## src/rtl/vga_fb_painter_if.sv

```systemverilog
// Command and frame-RAM port bundle for vga_fb_painter.
// The master side issues fill commands and returns read data; the slave side is the painter.
interface vga_fb_painter_if #(
    parameter int COLOR_W = 3
) ();
    logic               iCmdValid;
    logic               oCmdReady;
    logic [10:0]        iX0;
    logic [10:0]        iX1;
    logic [9:0]         iY0;
    logic [9:0]         iY1;
    logic [COLOR_W-1:0] iColor;
    logic               oWrEn;
    logic [10:0]        oWrCol;
    logic [9:0]         oWrRow;
    logic [COLOR_W-1:0] oWrData;
    logic [10:0]        oRdCol;
    logic [9:0]         oRdRow;
    logic [COLOR_W-1:0] iRdData;

    modport master (
        output iCmdValid, iX0, iX1, iY0, iY1, iColor, iRdData,
        input  oCmdReady, oWrEn, oWrCol, oWrRow, oWrData, oRdCol, oRdRow
    );

    modport slave (
        input  iCmdValid, iX0, iX1, iY0, iY1, iColor, iRdData,
        output oCmdReady, oWrEn, oWrCol, oWrRow, oWrData, oRdCol, oRdRow
    );
endinterface

```

## src/rtl/vga_fb_painter.sv

```systemverilog
// VGA raster scanner from a frame RAM plus a rectangle-fill write engine.
// Optional FB_CLEAR_ON_RESET_EN: after reset the engine writes colour 0 over the whole active frame.
module vga_fb_painter #(
    parameter int COLOR_W  = 3,
    parameter int PIX_DIV  = 2,
    parameter int H_ACTIVE = 640,
    parameter int H_FP     = 16,
    parameter int H_SYNC   = 96,
    parameter int H_BP     = 48,
    parameter int V_ACTIVE = 480,
    parameter int V_FP     = 10,
    parameter int V_SYNC   = 2,
    parameter int V_BP     = 33
) (
    input  logic               Clock,
    input  logic               Reset,
    vga_fb_painter_if.slave    bus,
    output logic               VGA_HSYNC,
    output logic               VGA_VSYNC,
    output logic [COLOR_W-1:0] VGA_RGB
);
    localparam logic [2:0]  DIV_LAST  = 3'(PIX_DIV - 1);
    localparam logic [10:0] H_LAST    = 11'(H_ACTIVE + H_FP + H_SYNC + H_BP - 1);
    localparam logic [9:0]  V_LAST    = 10'(V_ACTIVE + V_FP + V_SYNC + V_BP - 1);
    localparam logic [10:0] H_ACT_END = 11'(H_ACTIVE - 1);
    localparam logic [9:0]  V_ACT_END = 10'(V_ACTIVE - 1);
    localparam logic [10:0] HS_FIRST  = 11'(H_ACTIVE + H_FP);
    localparam logic [10:0] HS_LAST   = 11'(H_ACTIVE + H_FP + H_SYNC - 1);
    localparam logic [9:0]  VS_FIRST  = 10'(V_ACTIVE + V_FP);
    localparam logic [9:0]  VS_LAST   = 10'(V_ACTIVE + V_FP + V_SYNC - 1);

    typedef enum logic [1:0] {ST_IDLE = 2'd0, ST_FILL = 2'd1, ST_CLEAR = 2'd2} state_t;

    logic [2:0]         div_cnt_r;
    logic               pix_en_s;
    logic [10:0]        col_r;
    logic [9:0]         row_r;
    logic               active_s;
    logic               hsync_s;
    logic               vsync_s;
    logic               hsync_r;
    logic               vsync_r;
    logic [COLOR_W-1:0] rgb_r;

    state_t             state_r, state_nxt_s;
    logic               wr_en_r, wr_en_nxt_s;
    logic [10:0]        wr_col_r, wr_col_nxt_s;
    logic [9:0]         wr_row_r, wr_row_nxt_s;
    logic [COLOR_W-1:0] wr_data_r, wr_data_nxt_s;
    logic [10:0]        xmin_r, xmin_nxt_s, xmax_r, xmax_nxt_s;
    logic [9:0]         ymax_r, ymax_nxt_s;
    logic [10:0]        xlo_s, xhi_s;
    logic [9:0]         ylo_s, yhi_s;
    logic               cmd_empty_s;

    assign pix_en_s = (div_cnt_r == DIV_LAST);
    assign active_s = (col_r <= H_ACT_END) && (row_r <= V_ACT_END);
    assign hsync_s  = !((col_r >= HS_FIRST) && (col_r <= HS_LAST));
    assign vsync_s  = !((row_r >= VS_FIRST) && (row_r <= VS_LAST));

    // Pixel-enable divider
    always_ff @(posedge Clock or posedge Reset) begin
        if (Reset) begin
            div_cnt_r <= 3'd0;
        end else if (pix_en_s) begin
            div_cnt_r <= 3'd0;
        end else begin
            div_cnt_r <= div_cnt_r + 3'd1;
        end
    end

    // Raster counters and the one-pixel-delayed video outputs
    always_ff @(posedge Clock or posedge Reset) begin
        if (Reset) begin
            col_r   <= 11'd0;
            row_r   <= 10'd0;
            hsync_r <= 1'b1;
            vsync_r <= 1'b1;
            rgb_r   <= '0;
        end else if (pix_en_s) begin
            hsync_r <= hsync_s;
            vsync_r <= vsync_s;
            rgb_r   <= active_s ? bus.iRdData : '0;
            if (col_r == H_LAST) begin
                col_r <= 11'd0;
                row_r <= (row_r == V_LAST) ? 10'd0 : row_r + 10'd1;
            end else begin
                col_r <= col_r + 11'd1;
            end
        end
    end

    // Sort the corners and clip the far edges to the visible frame
    always_comb begin
        xlo_s = (bus.iX0 <= bus.iX1) ? bus.iX0 : bus.iX1;
        xhi_s = (bus.iX0 <= bus.iX1) ? bus.iX1 : bus.iX0;
        ylo_s = (bus.iY0 <= bus.iY1) ? bus.iY0 : bus.iY1;
        yhi_s = (bus.iY0 <= bus.iY1) ? bus.iY1 : bus.iY0;
        if (xhi_s > H_ACT_END) begin
            xhi_s = H_ACT_END;
        end else begin
            xhi_s = xhi_s;
        end
        if (yhi_s > V_ACT_END) begin
            yhi_s = V_ACT_END;
        end else begin
            yhi_s = yhi_s;
        end
        cmd_empty_s = (xlo_s > H_ACT_END) || (ylo_s > V_ACT_END);
    end

    // Engine next state: write registers hold the pixel being written this cycle
    always_comb begin
        state_nxt_s   = state_r;
        wr_en_nxt_s   = wr_en_r;
        wr_col_nxt_s  = wr_col_r;
        wr_row_nxt_s  = wr_row_r;
        wr_data_nxt_s = wr_data_r;
        xmin_nxt_s    = xmin_r;
        xmax_nxt_s    = xmax_r;
        ymax_nxt_s    = ymax_r;
        case (state_r)
            ST_IDLE: begin
                wr_en_nxt_s = 1'b0;
                if (bus.iCmdValid && !cmd_empty_s) begin
                    state_nxt_s   = ST_FILL;
                    wr_en_nxt_s   = 1'b1;
                    wr_col_nxt_s  = xlo_s;
                    wr_row_nxt_s  = ylo_s;
                    wr_data_nxt_s = bus.iColor;
                    xmin_nxt_s    = xlo_s;
                    xmax_nxt_s    = xhi_s;
                    ymax_nxt_s    = yhi_s;
                end else begin
                    state_nxt_s = ST_IDLE;
                end
            end
            ST_FILL, ST_CLEAR: begin
                if (!wr_en_r) begin
                    // Only reachable when CLEAR leaves reset: start a full-frame fill of 0
                    wr_en_nxt_s   = 1'b1;
                    wr_col_nxt_s  = 11'd0;
                    wr_row_nxt_s  = 10'd0;
                    wr_data_nxt_s = '0;
                    xmin_nxt_s    = 11'd0;
                    xmax_nxt_s    = H_ACT_END;
                    ymax_nxt_s    = V_ACT_END;
                end else if ((wr_col_r == xmax_r) && (wr_row_r == ymax_r)) begin
                    wr_en_nxt_s = 1'b0;
                    state_nxt_s = ST_IDLE;
                end else if (wr_col_r == xmax_r) begin
                    wr_col_nxt_s = xmin_r;
                    wr_row_nxt_s = wr_row_r + 10'd1;
                end else begin
                    wr_col_nxt_s = wr_col_r + 11'd1;
                end
            end
            default: begin
                state_nxt_s = ST_IDLE;
                wr_en_nxt_s = 1'b0;
            end
        endcase
    end

    // Engine state and write-port registers
    always_ff @(posedge Clock or posedge Reset) begin
        if (Reset) begin
`ifdef FB_CLEAR_ON_RESET_EN
            state_r   <= ST_CLEAR;
`else
            state_r   <= ST_IDLE;
`endif
            wr_en_r   <= 1'b0;
            wr_col_r  <= 11'd0;
            wr_row_r  <= 10'd0;
            wr_data_r <= '0;
            xmin_r    <= 11'd0;
            xmax_r    <= 11'd0;
            ymax_r    <= 10'd0;
        end else begin
            state_r   <= state_nxt_s;
            wr_en_r   <= wr_en_nxt_s;
            wr_col_r  <= wr_col_nxt_s;
            wr_row_r  <= wr_row_nxt_s;
            wr_data_r <= wr_data_nxt_s;
            xmin_r    <= xmin_nxt_s;
            xmax_r    <= xmax_nxt_s;
            ymax_r    <= ymax_nxt_s;
        end
    end

    assign bus.oCmdReady = (state_r == ST_IDLE);
    assign bus.oWrEn     = wr_en_r;
    assign bus.oWrCol    = wr_col_r;
    assign bus.oWrRow    = wr_row_r;
    assign bus.oWrData   = wr_data_r;
    assign bus.oRdCol    = col_r;
    assign bus.oRdRow    = row_r;
    assign VGA_HSYNC     = hsync_r;
    assign VGA_VSYNC     = vsync_r;
    assign VGA_RGB       = rgb_r;
endmodule

```

## src/flat_wrapper.sv

```systemverilog
// flat-port wrapper written by rule: the top's interface ports become plain ports
module vga_fb_painter_flat 
#(
    parameter int COLOR_W  = 3,
    parameter int PIX_DIV  = 2,
    parameter int H_ACTIVE = 640,
    parameter int H_FP     = 16,
    parameter int H_SYNC   = 96,
    parameter int H_BP     = 48,
    parameter int V_ACTIVE = 480,
    parameter int V_FP     = 10,
    parameter int V_SYNC   = 2,
    parameter int V_BP     = 33
)
  (Clock, Reset, VGA_HSYNC, VGA_VSYNC, VGA_RGB, bus_iCmdValid, bus_iX0, bus_iX1, bus_iY0, bus_iY1, bus_iColor, bus_iRdData, bus_oCmdReady, bus_oWrEn, bus_oWrCol, bus_oWrRow, bus_oWrData, bus_oRdCol, bus_oRdRow);
  vga_fb_painter_if #(.COLOR_W(COLOR_W)) bus_i ();
  input  logic Clock;
  input  logic Reset;
  output logic VGA_HSYNC;
  output logic VGA_VSYNC;
  output logic [COLOR_W-1:0] VGA_RGB;
  input wire logic [$bits(bus_i.iCmdValid)-1:0] bus_iCmdValid;
  input wire logic [$bits(bus_i.iX0)-1:0] bus_iX0;
  input wire logic [$bits(bus_i.iX1)-1:0] bus_iX1;
  input wire logic [$bits(bus_i.iY0)-1:0] bus_iY0;
  input wire logic [$bits(bus_i.iY1)-1:0] bus_iY1;
  input wire logic [$bits(bus_i.iColor)-1:0] bus_iColor;
  input wire logic [$bits(bus_i.iRdData)-1:0] bus_iRdData;
  output wire logic [$bits(bus_i.oCmdReady)-1:0] bus_oCmdReady;
  output wire logic [$bits(bus_i.oWrEn)-1:0] bus_oWrEn;
  output wire logic [$bits(bus_i.oWrCol)-1:0] bus_oWrCol;
  output wire logic [$bits(bus_i.oWrRow)-1:0] bus_oWrRow;
  output wire logic [$bits(bus_i.oWrData)-1:0] bus_oWrData;
  output wire logic [$bits(bus_i.oRdCol)-1:0] bus_oRdCol;
  output wire logic [$bits(bus_i.oRdRow)-1:0] bus_oRdRow;
  assign bus_i.iCmdValid = bus_iCmdValid;
  assign bus_i.iX0 = bus_iX0;
  assign bus_i.iX1 = bus_iX1;
  assign bus_i.iY0 = bus_iY0;
  assign bus_i.iY1 = bus_iY1;
  assign bus_i.iColor = bus_iColor;
  assign bus_i.iRdData = bus_iRdData;
  assign bus_oCmdReady = bus_i.oCmdReady;
  assign bus_oWrEn = bus_i.oWrEn;
  assign bus_oWrCol = bus_i.oWrCol;
  assign bus_oWrRow = bus_i.oWrRow;
  assign bus_oWrData = bus_i.oWrData;
  assign bus_oRdCol = bus_i.oRdCol;
  assign bus_oRdRow = bus_i.oRdRow;
  vga_fb_painter #(.COLOR_W(COLOR_W), .PIX_DIV(PIX_DIV), .H_ACTIVE(H_ACTIVE), .H_FP(H_FP), .H_SYNC(H_SYNC), .H_BP(H_BP), .V_ACTIVE(V_ACTIVE), .V_FP(V_FP), .V_SYNC(V_SYNC), .V_BP(V_BP)) u_core (.Clock(Clock), .Reset(Reset), .bus(bus_i), .VGA_HSYNC(VGA_HSYNC), .VGA_VSYNC(VGA_VSYNC), .VGA_RGB(VGA_RGB));
endmodule
```

## config.mk

```make
export PLATFORM = sky130hd
export DESIGN_NAME = vga_fb_painter_flat
export DESIGN_NICKNAME = d
export VERILOG_FILES = /design/src/rtl/vga_fb_painter_if.sv /design/src/rtl/vga_fb_painter.sv /design/src/flat_wrapper.sv
export SDC_FILE = /design/constraint.sdc
export NUM_CORES = 1
export LEC_CHECK = 0
export ABC_CLOCK_PERIOD_IN_PS = 4140
export CORE_ASPECT_RATIO = 2
export CORE_MARGIN = 4
export CORE_UTILIZATION = 58
export CTS_CLUSTER_SIZE = 14
export DETAILED_ROUTE_END_ITERATION = 6
export GPL_TIMING_DRIVEN = 0
export MAX_ROUTING_LAYER = met4
export PLACE_DENSITY = 0.87
export SLEW_MARGIN = 25
export SYNTH_ARGS = -nofsm -noshare
export SYNTH_HDL_FRONTEND = slang
export SYNTH_SLANG_ARGS = --single-unit
```

## constraint.sdc

```tcl
create_clock -name Clock -period 4.14 [get_ports Clock]
set_input_delay 0.621 -clock Clock [delete_from_list [all_inputs] [get_ports Clock]]
set_output_delay 0.621 -clock Clock [all_outputs]
set_load 0.02 [all_outputs]
```

==> results of run 1 <==
[synth_stat cells (all sizes together), types with 3 or more instances]
master and instances:
nor4b 3, nand4 16, inv 33, o221ai 7, and2 6, nand3b 3
and4 5, nor4 12, o22ai 13, nand3 25, buf 14, a211oi 3
o211ai 4, xor2 6, mux2 26, a22o 10, ha 28, mux2i 27
xnor2 38, or3 3, and3 8, nor3 10, clkbuf 11, dfrtp 85
o32a 3, a31oi 4, o21ai 21, nor2 43, a21o 9, a2bb2oi 7
nand2 48, a21oi 31
[through the flow]
stage                     hold WS (ns)  area, sq um  setup WS [ns]  cells  util (%)
after global routing             0.491         7280          0.667    843      74.6
final                            0.466         7280          0.756    843      74.6
after global placement           0.454         6960         0.0360    826      71.3
after floorplan                  0.450         5780           1.27    592         -
after CTS                        0.468         7280          0.784    843      74.6
after detailed placement         0.459         6990          0.437    827      71.5
[registers in the layout, indices dropped and copies added (netlist names), 3 cells and up]
register,count
u_core.bus.oRdCol,11
u_core.bus.oWrCol,11
u_core.xmax_r,11
u_core.xmin_r,11
u_core.bus.oRdRow,10
u_core.bus.oWrRow,10
u_core.ymax_r,10
u_core.VGA_RGB,3
u_core.bus.oWrData,3
u_core.div_cnt_r,3
[power by group through the flow]
stage,Clock (mW),Sequential (mW),Combinational [mW]
final,0.813,1.24,1.72
after global routing,0.852,1.26,1.83
after CTS,0.818,1.23,1.71
after detailed placement,0,1.24,1.69
after global placement,0,1.23,1.65
after floorplan,0,1.30,1.03
[logic make-up (layout without fill, tap and decap cells)]
logic type                 after synthesis  in the layout  share of synthesized area, %
buffers and inverters                   58            177                          4.72
DFF                                     87             87                          37.7
xor gates and xnor gates                44             44                          6.67
AOI/OAI and AO/OA                      128            128                          16.4
adders and majority gates               28             28                          6.06
and+or+nand+nor                        194            194                          18.0
muxes                                   53             53                          10.4
[critical path, stage by stage]
cell and delay, ns:
clkdlybuf4s50_1 0.52, inv_1 0.06, ha_1 0.31, and4_4 0.25
o21ai_1 0.10, a31oi_1 0.29, o211ai_1 0.22, and2_1 0.23
buf_6 0.15, o22ai_4 0.34, buf_8 0.20, mux2_4 0.30
[how the worst max path moves through the flow]
| stage | startpoint | endpoint | slack [ns] | cells after the start |
|---|---|---|---|---|
| after floorplan | Reset | u_core.VGA_RGB[0]$_DFFE_PP0P_ | 1.27 | 1 |
| after detailed placement | bus_iY1[4] | u_core.ymax_r[1]$_DFFE_PP0P_ | 0.44 | 12 |
| after global placement | Reset | u_core.bus.oWrCol[4]$_DFFE_PP0P_ | 0.04 | 2 |
| after CTS | bus_iY1[5] | u_core.ymax_r[1]$_DFFE_PP0P_ | 0.78 | 12 |
| after global routing | bus_iX1[10] | u_core.bus.oWrCol[2]$_DFFE_PP0P_ | 0.67 | 11 |
| final | bus_iY1[4] | u_core.ymax_r[1]$_DFFE_PP0P_ | 0.76 | 12 |
[layout make-up]
type | instances | share of cell area (%)
clock inverters | 6 | 0.928
multi-input cells | 447 | 45.7
flip-flops and latches | 87 | 29.9
inverters | 33 | 1.74
clock buffers | 10 | 3.14
repair buffers | 103 | 14.3
plain buffers | 25 | 2.04
well taps | 132 | 2.27
[per-layer routing]
layer  up-vias  share of wire (%)  global-route usage (%)
li1       2390                  -                       -
met1      2502                 36                    29.3
met2       253                 55                    52.0
met3        74                4.6                    3.02
met4         0                4.8                    17.3
met5         -                  0                       -
==> summary.txt, run 1 <==
Logic synthesis
  • Number of flops mapped to enable cells by yosys: 0
  • Yosys reg bits: 87
  • Post-synth ARST share: 100%
  • Yosys top cell area share: 36.8%
  • Synth warn: 0
  • Synth Cell Area: 5780 sq um
  • Area contributors post-synth: dfrtp_1 37%, ha_1 6.1%, xnor2_1 5.8%
  • Syn Inst Count: 592
  • Syn_nets: 671
  • Area leader, netlist: dfrtp_1
  • Yosys cell types: 75
  • Synth Flop Type: dfrtp_1
  • Syn_area_per_cell: 9.76 sq um
  • Sequential share of the synthesized area: 37.7%

Power and ir drop
  • Power density over the cells: 518 nW/um^2
  • Share of power burned in registers: 32.8%
  • Sw Share: 39.0%
  • Internal: 2.30 mW
  • Combinational share of power: 45.6%
  • Clock share of power: 21.6%
  • Switch Pwr: 1.47 mW
  • Peak VDD IR: 0.362 mV
  • Overall Power: 3.77 mW
  • Pleak: 3.14 nW

Timing
  • Final Setup Violations: 0
  • Layout Skew: 0.00958 ns
  • Fmax: 296 MHz
  • Pins Over Slew Limit: 0
  • Clock period minus worst slack: 3.38 ns
  • Crit share post-route: 81.7%
  • Setup TNS: 0 ns
  • Worst-margin pin slew: 0.656 ns
  • Final Hold Viols: 0
  • RSZ-0062 raised after global routing: false
  • Worst relative slew slack: 55.9%

Routing
  • WL/cell: 19.0 microns
  • Final WL: 16000 microns
  • Starting DRC count in detailed routing: 372
  • Post-route ant nets: 0
  • Vias: 5219
  • DRT Pass-1 Iters: 5
  • # DRC: 0
  • DR vias/cell: 6.19

CTS
  • CTS Root Cell: clkbuf_16
  • Clock latency on the worst-skew pair: 0.34 ns
  • Post-cts sizing count: 0
  • Hold buffer count at cts: 0
  • CTS tree: done
  • H-tree depth: 3
  • Number of buffers created by CTS: 9
  • CTS sink count: 87
  • Total setup buffers inserted after CTS: 0
  • Clock-pin slew on the worst setup and hold paths: 0.06 ns
  • Clock Path Buffers: 2

Die
  • Core ar.: 9760 sq um
  • Width of the chip: 78.6 microns
  • # rows: 51
  • Die Y: 149 microns
  • I/O pin cnt: 103
  • Die ar.: 11700 sq um
  • Initial Util: 59.2%

Final layout
  • Synth-to-layout area growth: 26.1%
  • Commonest non-fill, non-tap cell in the layout: clkdlybuf4s50_1
  • Fillers: 702
  • Area of the multi-input gates: 3320 sq um
  • Number of diodes: 0
  • Layout cells sized above 1: 11.5%
  • Most frequent cells in the layout: 102 x clkdlybuf4s50_1, 85 x dfrtp_1, 48 x nand2_1
  • Register area: 2180 sq um
  • Final net count: 785

Placed design
  • GP Congestion: 0.941
  • Hpwl dp: 12500 microns
  • Port-buffer cells: 102

Min path
  • Worst hold path depth: 2
  • Hold WC Path Type: reg2reg
  • Hold worst-path end: u_core.VGA_VSYNC$_DFFE_PP1P_
  • HP Start: u_core.VGA_VSYNC$_DFFE_PP1P_

Setup path
  • Crit end category: flop
  • Worst Path Arrival: 3.61 ns
  • Worst r2r src: u_core.bus.oWrRow[0]$_DFFE_PP0P_
  • Setup CP Type: in2reg
  • Crit path launch type: input port
  • Critical-path maximum fanout: 10
  • FF-to-FF path depth: 7
  • Critical path data required time: 4.37 ns
  • Internal reg-to-reg setup slack: 1.53 ns
  • Worst r2r dst: u_core.bus.oWrRow[3]$_DFFE_PP0P_

Global routing
  • First-pass GRT wire length: 26000 microns
  • Vias in the first global route: 5476
  • Gr usage total: 28.8%
  • Initial antenna violation count: 0
  • Grt total ovfl: 0
  • Largest net degree at the start of global routing: 45

Outcome
  • Status: completed

Run
  • Number of max-cap violations: 0
Power figures use the tool's default switching activity.
==> run 2, diff against run 1 <==
--- a/config.mk
+++ b/config.mk
@@ -5,15 +5,15 @@
 export SDC_FILE = /design/constraint.sdc
 export NUM_CORES = 1
 export LEC_CHECK = 0
-export ABC_CLOCK_PERIOD_IN_PS = 4140
+export ABC_CLOCK_PERIOD_IN_PS = 2790
 export CORE_ASPECT_RATIO = 2
 export CORE_MARGIN = 4
-export CORE_UTILIZATION = 58
+export CORE_UTILIZATION = 49
 export CTS_CLUSTER_SIZE = 14
 export DETAILED_ROUTE_END_ITERATION = 6
 export GPL_TIMING_DRIVEN = 0
 export MAX_ROUTING_LAYER = met4
-export PLACE_DENSITY = 0.87
+export PLACE_DENSITY = 0.78
 export SLEW_MARGIN = 25
 export SYNTH_ARGS = -nofsm -noshare
 export SYNTH_HDL_FRONTEND = slang
==> constraint.sdc (replaced) <==
create_clock -name Clock -period 2.79 [get_ports Clock]
set_input_delay 0.4185 -clock Clock [delete_from_list [all_inputs] [get_ports Clock]]
set_output_delay 0.4185 -clock Clock [all_outputs]
set_load 0.02 [all_outputs]
==> run 2 against run 1 <==
Net effect: non-clock buffer count is 19 higher; register-to-register slack worse by 1.2 ns; first-iteration DRC count is 5.1% lower; global-route usage is 2.3 points lower; clock skew is 0.00085 ns higher; cell area is 7.7% higher; via count is 1.6% higher.
==> summary.txt, run 2 (synthesis gave the netlist of run 1 again) <==
Global routing
  • Largest net degree at the start of global routing: 69
  • Grt total ovfl: 0
  • Initial antenna violation count: 0
  • First-pass GRT wire length: 28100 microns
  • Vias in the first global route: 5615
  • Gr usage total: 26.5%

Placed design
  • Port-buffer cells: 102
  • Dpl cell area: 7010 sq um
  • GP Congestion: 0.948
  • Hpwl dp: 12800 microns

Final layout
  • Fillers: 910
  • Cell area after layout: 7840 sq um
  • Synth-to-layout area growth: 35.8%
  • Commonest non-fill, non-tap cell in the layout: dfrtp_1
  • Layout cells sized above 1: 18.4%
  • Most frequent cells in the layout: 85 x dfrtp_1, 63 x clkdlybuf4s50_1, 48 x nand2_1
  • Final net count: 804
  • Number of diodes: 0

Timing
  • Crit share post-route: 97.3%
  • Layout Skew: 0.0104 ns
  • WHS: 0.378 ns
  • Final Setup Violations: 0
  • Worst-margin pin slew: 0.582 ns
  • Final Hold Viols: 0
  • Pins Over Slew Limit: 0
  • Setup TNS: 0 ns
  • Clock period minus worst slack: 2.72 ns
  • Fmax: 368 MHz
  • Worst relative slew slack: 60.9%

CTS
  • H-tree depth: 3
  • Clock-pin slew on the worst setup and hold paths: 0.07 ns
  • Number of buffers created by CTS: 9
  • CTS sink count: 87
  • Clock latency on the worst-skew pair: 0.34 ns
  • CTS Root Cell: clkbuf_16
  • Clock Path Buffers: 2
  • CTS tree: done
  • Hold buffer count at cts: 0

Die
  • Die ar.: 13700 sq um
  • # rows: 55
  • Width of the chip: 84.8 microns
  • I/O pin cnt: 103
  • Core ar.: 11400 sq um
  • Initial Util: 50.6%
  • Die Y: 162 microns

Routing
  • Starting DRC count in detailed routing: 353
  • Vias: 5302
  • DR vias/cell: 6.08
  • # DRC: 0
  • Final WL: 17600 microns
  • WL/cell: 20.1 microns
  • DRT Pass-1 Iters: 5
  • Post-route ant nets: 0

Power and ir drop
  • Peak VDD IR: 0.825 mV
  • Power density over the cells: 746 nW/um^2
  • Pleak: 3.44 nW

Run
  • Number of max-cap violations: 0

Setup path
  • Setup CP Type: in2reg
  • Crit end category: flop
  • Critical path data required time: 3.01 ns
  • Critical-path maximum fanout: 5
  • Worst Path Arrival: 2.94 ns
  • Crit path launch type: input port

Min path
  • Hold WC Path Type: in2async

Outcome
  • Status: completed
run 2: critical path, cell delays in order:
cell,delay (ns)
dlygate4sd2_1,0.28
inv_2,0.08
ha_4,0.29
and4_4,0.28
nand4_4,0.15
a21o_1,0.19
a31o_1,0.21
and2_1,0.16
buf_6,0.14
o22ai_4,0.24
buf_6,0.16
mux2_2,0.33
run 2: layout make-up:
class	count	area (sq um)	share of cell area (%)
Sequential cell	87	2180	27.8
Tap cell	142	178	2.27
Multi-Input combinational cell	447	3620	46.1
Inverter	33	129	1.64
Clock inverter	7	76.3	0.973
Clock buffer	9	225	2.87
Timing Repair Buffer	124	1260	16.1
Buffer	23	175	2.23
run 2: report_power, final:
part	internal (mW)	leakage (nW)	switching [mW]
Clock	0.702	0.143	0.528
Sequential	1.50	1.06	0.353
Combinational	1.38	2.24	1.38
Total	3.58	3.44	2.26
run 2: routing by layer:
layer	share of wire (%)	up-vias	GRT usage (%)
li1	-	2439	-
met1	35	2602	26.6
met2	54	188	47.1
met3	4.3	73	3.32
met4	6.6	0	17.5
met5	0	-	-
run 2: path summary, 6_finish.rpt:
| path | slack, ns | to | start | depth (start not counted) |
|---|---|---|---|---|
| worst max-delay path | 0.07 | u_core.ymax_r[4]$_DFFE_PP0P_ | bus_iY1[9] | 12 |
| worst min-delay path | 0.38 | u_core.bus.oWrData[2]$_DFFE_PP0P_ | Reset | 2 |
| worst max register to register | 0.32 | u_core.bus.oWrRow[3]$_DFFE_PP0P_ | u_core.bus.oWrRow[0]$_DFFE_PP0P_ | 7 |
| worst min register to register | 0.48 | u_core.VGA_VSYNC$_DFFE_PP1P_ | u_core.VGA_VSYNC$_DFFE_PP1P_ | 2 |
| max in group asynchronous | 1.80 | u_core.xmax_r[8]$_DFFE_PP0P_ | Reset | 3 |
| min in group Clock | 0.47 | u_core.xmax_r[3]$_DFFE_PP0P_ | bus_iX0[3] | 3 |
run 2: per-stage QoR:
step | utilization, % | instances | worst slack [ns] | power, mW
global route | 68.7 | 872 | -0.0293 | 6.14
floorplan | - | 592 | 0.125 | 3.46
detailed placement | 61.3 | 837 | -0.696 | 4.37
global placement | 61.1 | 836 | -1.20 | 4.31
finish | 68.7 | 872 | 0.0746 | 5.85
CTS | 67.1 | 869 | -0.0151 | 5.80
run 2: what timing repair did:
item | CTS | global route
resized for setup | 63 | 32
setup endpoints to repair | 55 | 55
pin swaps | 19 | 15
setup buffers | 17 | 4
gates cloned | 0 | 0
